$ cat config.mk
export PLATFORM = sky130hd
export DESIGN_NAME = snoop_sequencer
export DESIGN_NICKNAME = d
export VERILOG_FILES = /design/src/rtl/snoop_sequencer.sv
export SDC_FILE = /design/constraint.sdc
export NUM_CORES = 1
export LEC_CHECK = 0
export ABC_AREA = 1
export BUFFER_PORTS_ARGS = -buffer_cell sky130_fd_sc_hd__buf_2
export CAP_MARGIN = 30
export CORE_MARGIN = 1.5
export CORE_UTILIZATION = 57
export CTS_CLUSTER_DIAMETER = 150
export DETAILED_ROUTE_END_ITERATION = 16
export PLACE_DENSITY = 0.88
export SYNTH_ARGS = -nofsm -noshare
export SYNTH_HDL_FRONTEND = slang
export SYNTH_SLANG_ARGS = --single-unit
$ cat constraint.sdc
create_clock -name clock -period 2.7 [get_ports clock]
set_clock_uncertainty 0.15 [all_clocks]
set_input_delay 0.135 -clock clock [delete_from_list [all_inputs] [get_ports clock]]
set_output_delay 0.135 -clock clock [all_outputs]
set_load 0.1 [all_outputs]
$ cat src/rtl/snoop_sequencer.sv
// Snoop sequencer: queues coherence instructions in a small FIFO and walks each one through
// four broadcast steps, advancing only on step_en pulses.
module snoop_sequencer #(
  parameter int unsigned DEPTH = 4
) (
  input  logic       clock,
  input  logic       resetn,
  input  logic       in_valid,
  input  logic [8:0] in_instr,
  output logic       in_ready,
  input  logic       step_en,
  output logic [8:0] instruction,
  output logic [1:0] step,
  output logic       active,
  output logic       done,
  output logic [7:0] issued_count
);

  localparam int unsigned PtrW = (DEPTH > 1) ? $clog2(DEPTH) : 1;
  localparam int unsigned CntW = $clog2(DEPTH) + 1;

  typedef enum logic [2:0] {StIdle, StS0, StS1, StS2, StS3} state_e;

  state_e            state_q;
  logic [8:0]        mem_q [DEPTH];
  logic [PtrW-1:0]   wr_ptr_q, rd_ptr_q;
  logic [CntW-1:0]   count_q;
  logic              push, issue, fifo_empty;

  // Full blocks pushes even when a pop lands on the same edge.
  assign in_ready   = (count_q < CntW'(DEPTH));
  assign fifo_empty = (count_q == '0);
  assign push       = in_valid && in_ready;
  assign issue      = step_en && !fifo_empty && ((state_q == StIdle) || (state_q == StS3));

  always_ff @(posedge clock) begin
    if (push) mem_q[wr_ptr_q] <= in_instr;
  end

  always_ff @(posedge clock or negedge resetn) begin
    if (!resetn) begin
      wr_ptr_q <= '0;
      rd_ptr_q <= '0;
      count_q  <= '0;
    end else begin
      if (push)  wr_ptr_q <= wr_ptr_q + PtrW'(1);
      if (issue) rd_ptr_q <= rd_ptr_q + PtrW'(1);
      case ({push, issue})
        2'b10:   count_q <= count_q + CntW'(1);
        2'b01:   count_q <= count_q - CntW'(1);
        default: count_q <= count_q;
      endcase
    end
  end

  always_ff @(posedge clock or negedge resetn) begin
    if (!resetn) begin
      state_q      <= StIdle;
      step         <= 2'd0;
      active       <= 1'b0;
      instruction  <= '0;
      done         <= 1'b0;
      issued_count <= '0;
    end else begin
      done <= 1'b0;
      if (step_en) begin
        unique case (state_q)
          StIdle: begin
            if (!fifo_empty) begin
              state_q     <= StS0;
              step        <= 2'd0;
              active      <= 1'b1;
              instruction <= mem_q[rd_ptr_q];
            end
          end
          StS0: begin
            state_q <= StS1;
            step    <= 2'd1;
          end
          StS1: begin
            state_q <= StS2;
            step    <= 2'd2;
          end
          StS2: begin
            state_q <= StS3;
            step    <= 2'd3;
          end
          StS3: begin
            done         <= 1'b1;
            issued_count <= issued_count + 8'd1;
            step         <= 2'd0;
            // Chain straight into the next queued instruction without an idle bubble.
            if (!fifo_empty) begin
              state_q     <= StS0;
              active      <= 1'b1;
              instruction <= mem_q[rd_ptr_q];
            end else begin
              state_q <= StIdle;
              active  <= 1'b0;
            end
          end
          default: begin
            state_q <= StIdle;
            step    <= 2'd0;
            active  <= 1'b0;
          end
        endcase
      end
    end
  end

endmodule

== After elaboration in Yosys (flattened, before gate mapping) ==
Memories as Yosys holds them, arrays and structs flattened. A register that Yosys moved wholly into a read port is not among the register bits.
Cells that the tools add are included.
Operators by class
  multipliers: 0
  muxes and demuxes: 13
  magnitude comparators: 1
  divide/modulo/power cells: 0
  shift operators: 0
  add/subtract/negate cells: 5
  reduce and logical (&&, ||, !) cells: 15
  bitwise operators: 2
  eq/ne operators: 7
Operators with widths (number)
  case mux 3 bit (5 select lines): 1
  adder 8 x 1 -> 8 bit (second input constant): 1
  case mux 2 bit (4 select lines): 1
  two-way mux 1 bit: 7
  == test 3 x 2 -> 1 bit (second input constant): 2
  zero test 3 bit: 2
  case mux 3 bit (2 select lines): 1
  AND reduction 3 bit: 2
  adder 2 x 1 -> 2 bit (second input constant): 2
  AND reduction 2 bit: 2
  adder 3 x 1 -> 3 bit (second input constant): 1
  == test 3 x 1 -> 1 bit (second input constant): 1
  == test 3 bit (second input constant): 1
  logical AND 1 bit: 3
  less-than comparator 3 bit (second input constant): 1
  two-way mux 3 bit: 1
  case mux 1 bit (3 select lines): 1
  OR reduction 3 bit: 1
  subtractor 3 x 1 -> 3 bit (second input constant): 1
  == test 2 x 1 -> 1 bit (second input constant): 1
  == test 2 bit (second input constant): 1
  zero test 1 bit: 2
  two-way mux 2 bit: 1
  inequality test 2 bit (second input constant): 1
  4 further kinds: 5
Word-level totals
  bits in registers: 22
  bits in latches: 0
  memories: 1
  bits in read-only memories: 0
  word-level logic and storage cells: 52
  output and inout bits: 22
  input bits: 13
  bits in writable memories: 36
Memories
  mem_q: words 4, width 9, read ports 1, clocked after Yosys merged registers in 1, wr ports 1, line 25  | logic [8:0] mem_q [DEPTH];

== Logic depth before layout (Yosys ltp) ==
  depth in word-level cells: 6
  depth in mapped cells: 10
  depth with buffers taken out: 10

== Least setup slack after synthesis ==
OpenSTA, ideal clock, no wires.
  path type: register to register
  start: register count_q[2]
  end: register count_q[2]
  setup time: 81 ps
  cell stages (with the launch flop): 11
  path slack: 401 ps
  path buffers: 0
  required time: 2469 ps
  period minus slack after synthesis: 2299 ps
  arrival time: 2068 ps
  cells stage by stage: dfrtp_1 inv_2 nand3_1 nand3_2 inv_2 ha_1 inv_1 fa_1 or2_2 nand2_1 xor2_1
Between the ends
  elaborated cells on any way between the ends: 12
  classes of those cells: 2 x add/sub; 1 x order compare; 2 x eq/ne; 1 x mux; 6 x reduce/logical
RTL lines
  start: declaration: line 27  | logic [CntW-1:0] count_q;
  start signal: assignment: line 49  | 2'b10: count_q <= count_q + CntW'(1);
  start signal: assignment: line 50  | 2'b01: count_q <= count_q - CntW'(1);
  start signal: assignment: line 51  | default: count_q <= count_q;
  less-than comparator 3 bit *: line 31  | assign in_ready = (count_q < CntW'(DEPTH));
  named net in_ready: line 10  | output logic in_ready,
  logical AND 1 bit *: line 33  | assign push = in_valid && in_ready;
  == test 2 x 1 -> 1 bit or == test 2 bit (tied branches): line 48  | case ({push, issue})
  case mux 3 bit (2 select lines) or nonzero test 2 bit (tied branches)
Mark *: on every way through the listed nets, which the timed path passes. The rest lies on a longest branch.
A chain may end at the register's enable or synchronous reset.

== Final worst setup path ==
  start: register state_q[0]
  end: register count_q[2]
Between the ends
  cells in the longest elaborated chain, start to end: 5
  elaborated cells on any way between the ends: 8
  classes of those cells: 3 x eq/ne; 1 x mux; 4 x reduce/logical
Ends and longest elaborated chain
  start: declaration: line 24  | state_e state_q;
  start signal: assignment: line 58  | state_q <= StIdle;
  start signal: assignment: line 70  | state_q <= StS0;
  start signal: assignment: line 77  | state_q <= StS1;
  == test 3 bit or zero test 3 bit (tied branches): line 34  | assign issue = step_en && !fifo_empty && ((state_q == StIdle) || (state_q == StS3));
  logical OR 1 bit *: line 34
  logical AND 1 bit *: line 34
  named net issue: line 28  | logic push, issue, fifo_empty;
  == test 2 x 1 -> 1 bit or == test 2 bit (tied branches): line 48
  case mux 3 bit (2 select lines) or nonzero test 2 bit (tied branches)
Marked as above.

==> impl_summary.md <==
Yosys
The area share of the leading cell type in the synthesized netlist is 38.0%. By area the synthesized netlist is led by edfxtp_1, dfrtp_1, nand2_1. When the netlist entered floorplanning its net count stood at 296. The yosys synthesis warning count is 0. The gate count after technology mapping is 276.

The cell area that synthesis handed to floorplanning was 2840 sq um. Of the synthesized area, sequential elements account for 65.3%. The count of unique library cells instantiated by Yosys is 24. Each instance of the synthesized netlist takes up on average 10.3 sq um. The most area-hungry cell type in the Yosys netlist is edfxtp_1.

The post-synthesis register bit count is 67.

Critical path
The critical path arrival is 2400 ps. At the worst endpoint, the required time is 2810 ps. The cell family contributing the most delay on the critical path is simple AND/OR/NAND/NOR gates. The worst setup path is of the flip-flop to flip-flop kind. Walking the worst path, the cells encountered are nor2_4 > nand3_2 > inv_2 > ha_1 > inv_1 > fa_1 > or2_2 > nand2_1 > xor2_1. Counting both buffers and inverters, the worst setup path holds a total of 2.

The slowest cell on the critical path is dfrtp_1. Along the worst path, the maximum fanout reaches 10. On the worst path, the slowest cell contributes a delay of 480 ps. The worst setup path is captured at a flip-flop. The worst setup path is launched from a flip-flop.

Power and ir drop
For this design the ratio of total power to cell area is 1260 nW/um^2. The leakage power summed over all cells is 1.56 nW. The peak supply drop is 0.000627 V.

Flow run
Across the run, the number of max-cap violations was 0.

Timing
The final setup violation count is 0. For the pin with the worst max-slew slack, the measured transition is 669 ps. Measured against its own limit, the worst slew margin works out to 55.4%. Dividing the final minimum period by the clock period gives 84.6%. The total count of max-transition violations in the final report is 0.

The setup total negative slack is 0 ps. The final hold violation count is 0. Setup repair after global routing left no endpoint under its margin. The maximum clock rate is 0.438 GHz.

The minimum clock period after layout is 2280 ps.

Clock tree
The later pin in the worst-skew pair is clocked with a latency of 340 ps. The number of sinks driven by the clock tree is 67. The number of clock buffers added by TritonCTS is 9. The clock tree from TritonCTS is yes. The maximum level of the CTS H-tree is 3. The number of gates given a new drive strength after cts is 0.

The clock-pin transition on the worst setup and hold timing paths is 70 ps. The tree is rooted in a clkbuf_8. No sink is reached through more buffers than the 2 on the longest clock path.

Floorplanning
The die covers 5420 sq um. The vertical extent of the die is 73.6 um. The core box area is 4750 sq um. The row count is 25. The floorplan die width is 73.6 um. The boundary pin count is 35. The initial standard-cell utilization of the core is 59.8%.

Placement
Detailed placement ended at an HPWL of 3520 um. The congestion estimate from routability-driven global placement came to 0.803. In this run the tool buffered the top-level ports with 34 buffer cells.

Once placement completed, the tool counted placed cells totaling 377.

Route
In the routed layout, each cell is associated on average with a via count of 4.93. After detailed routing, the number of remaining DRC violations is 0. The aggregate routed wire length is 5420 um. Before antenna repair, the detailed router went through 4 iterations. Dividing the detail-routed wire length by the instance count gives 13.4 um. In this run the remaining antenna-violating nets after routing total 0. The via count is 1993. For this block, the initial DRC count from the detailed router was 133.

Global routing
The first global-routing pass estimated 8630 um of wire. The number of antenna violations at the first check in global routing is 0. The maximum number of pins on one net before global-route repair is 32. The global router's overall resource usage is 22.4%. The via count of the first global-routing pass is 1911.

The total overflow reported by the global router is 0.

Worst hold path
The worst hold path belongs to the class input pin to flip-flop.

Final layout
The share of layout cells above drive strength 1 is 18.7%. Registers take 1860 sq um. The area overhead of the layout relative to synthesis is 20.4%. The area occupied by multi-input gates is 876 sq um. Leaving out fill and tap cells, the most frequent cells in the layout are nand2_1, nor2_1, edfxtp_1.

The most common cell after layout, fill and taps aside is nand2_1. 0 antenna diodes ended up in the layout. The count of cells in the finished layout, fillers not included, comes to 404.

After filler insertion, the fill cell instance count of the layout stands at 349. The number of nets in the layout is 352. Cells fill 72.0% of the core in the end.

Outcome
The run finished with clean final reports.
==> metrics by stage <==
stage	worst slack (ps)	power, mW	instance area (sq um)	hold slack [ps]
finish	417	4.30	3420	116
global route	273	4.56	3420	165
CTS	420	4.32	3420	100
detailed placement	443	3.47	3110	68.0
global placement	499	3.40	3110	58.2
floorplan	401	3.09	2840	-311
==> worst paths after layout <==
| kind | start | slack, ps | depth (start not counted) | to |
|---|---|---|---|---|
| setup / recovery | state_q[0]$_DFFE_PN0P_ | 420 | 9 | count_q[2]$_DFFE_PN0P_ |
| hold / removal | in_valid | 120 | 3 | wr_ptr_q[0]$_DFFE_PN0P_ |
| setup reg to reg | state_q[0]$_DFFE_PN0P_ | 420 | 9 | count_q[2]$_DFFE_PN0P_ |
| hold reg to reg | instruction[6]$_DFFE_PN0P_ | 330 | 2 | instruction[6]$_DFFE_PN0P_ |
| max in group asynchronous | resetn | 1750 | 2 | instruction[7]$_DFFE_PN0P_ |
| min in group asynchronous | resetn | 220 | 2 | state_q[2]$_DFFE_PN0P_ |
==> flip-flops by register name (all words and copies together) (netlist names) <==
register	cells
state_q	3
done	1
step	2
mem_q	36
rd_ptr_q	2
active	1
count_q	3
instruction	9
issued_count	8
wr_ptr_q	2
==> metal layers <==
layer / GRT usage, % / up-vias / wire, um
li1: - / 999 / -
met1: 26.0 / 935 / 2300
met2: 38.4 / 50 / 2810
met3: 5.08 / 9 / 211
met4: 11.7 / 0 / 99
met5: 0 / - / 0
==> worst register-to-register path: cells and delay by family (launching register included) <==
| family | cells | cell delay (ps) |
|---|---|---|
| xor+xnor | 1 | 140 |
| fa+ha+maj | 2 | 550 |
| buf+inv | 2 | 230 |
| flops | 1 | 480 |
| simple gates | 4 | 680 |
==> cell usage after synthesis <==
library cell,instances
nand2_1,74
nor2_1,53
edfxtp_1,36
dfrtp_1,31
o21ai_0,23
inv_1,17
xor2_1,8
ha_1,6
buf_2,4
nand3_1,4
a21oi_1,3
clkinv_1,2
inv_2,2
nand3_2,2
xnor2_1,2
buf_4,1
clkbuf_1,1
fa_1,1
nand3b_1,1
nand4_1,1
nor2_4,1
nor3_2,1
o21ai_1,1
or2_2,1
==> what timing repair did <==
item | CTS | global route
hold buffers | 11 | 0
setup endpoints to repair | 0 | 0
buffers inserted | 0 | 0
endpoints found under the hold margin | 69 | 0
==> power by group <==
part	internal, mW	switching, mW	total (mW)
clock network	0.432	0.400	0.832
logic	0.431	1.50	1.93
registers	1.34	0.196	1.53
total	2.20	2.10	4.30
==> logic make-up (layout without fill, tap and decap cells) <==
logic type / after synthesis / after routing / share of synthesized area, %
fa+ha+maj: 7 / 7 / 3.35
xor+xnor: 10 / 10 / 3.08
flops: 67 / 67 / 65.3
simple gates: 138 / 138 / 19.6
buf+inv: 27 / 88 / 3.87
compound gates: 27 / 27 / 4.75
==> cell type report <==
class	count	share of cell area, %
inverters	21	2.30
well taps	67	2.45
multi-input cells	182	25.6
clock inverters	7	2.27
clock buffers	9	3.62
flip-flops and latches	67	54.3
repair buffers	51	9.51
Power figures use the tool's default switching activity.
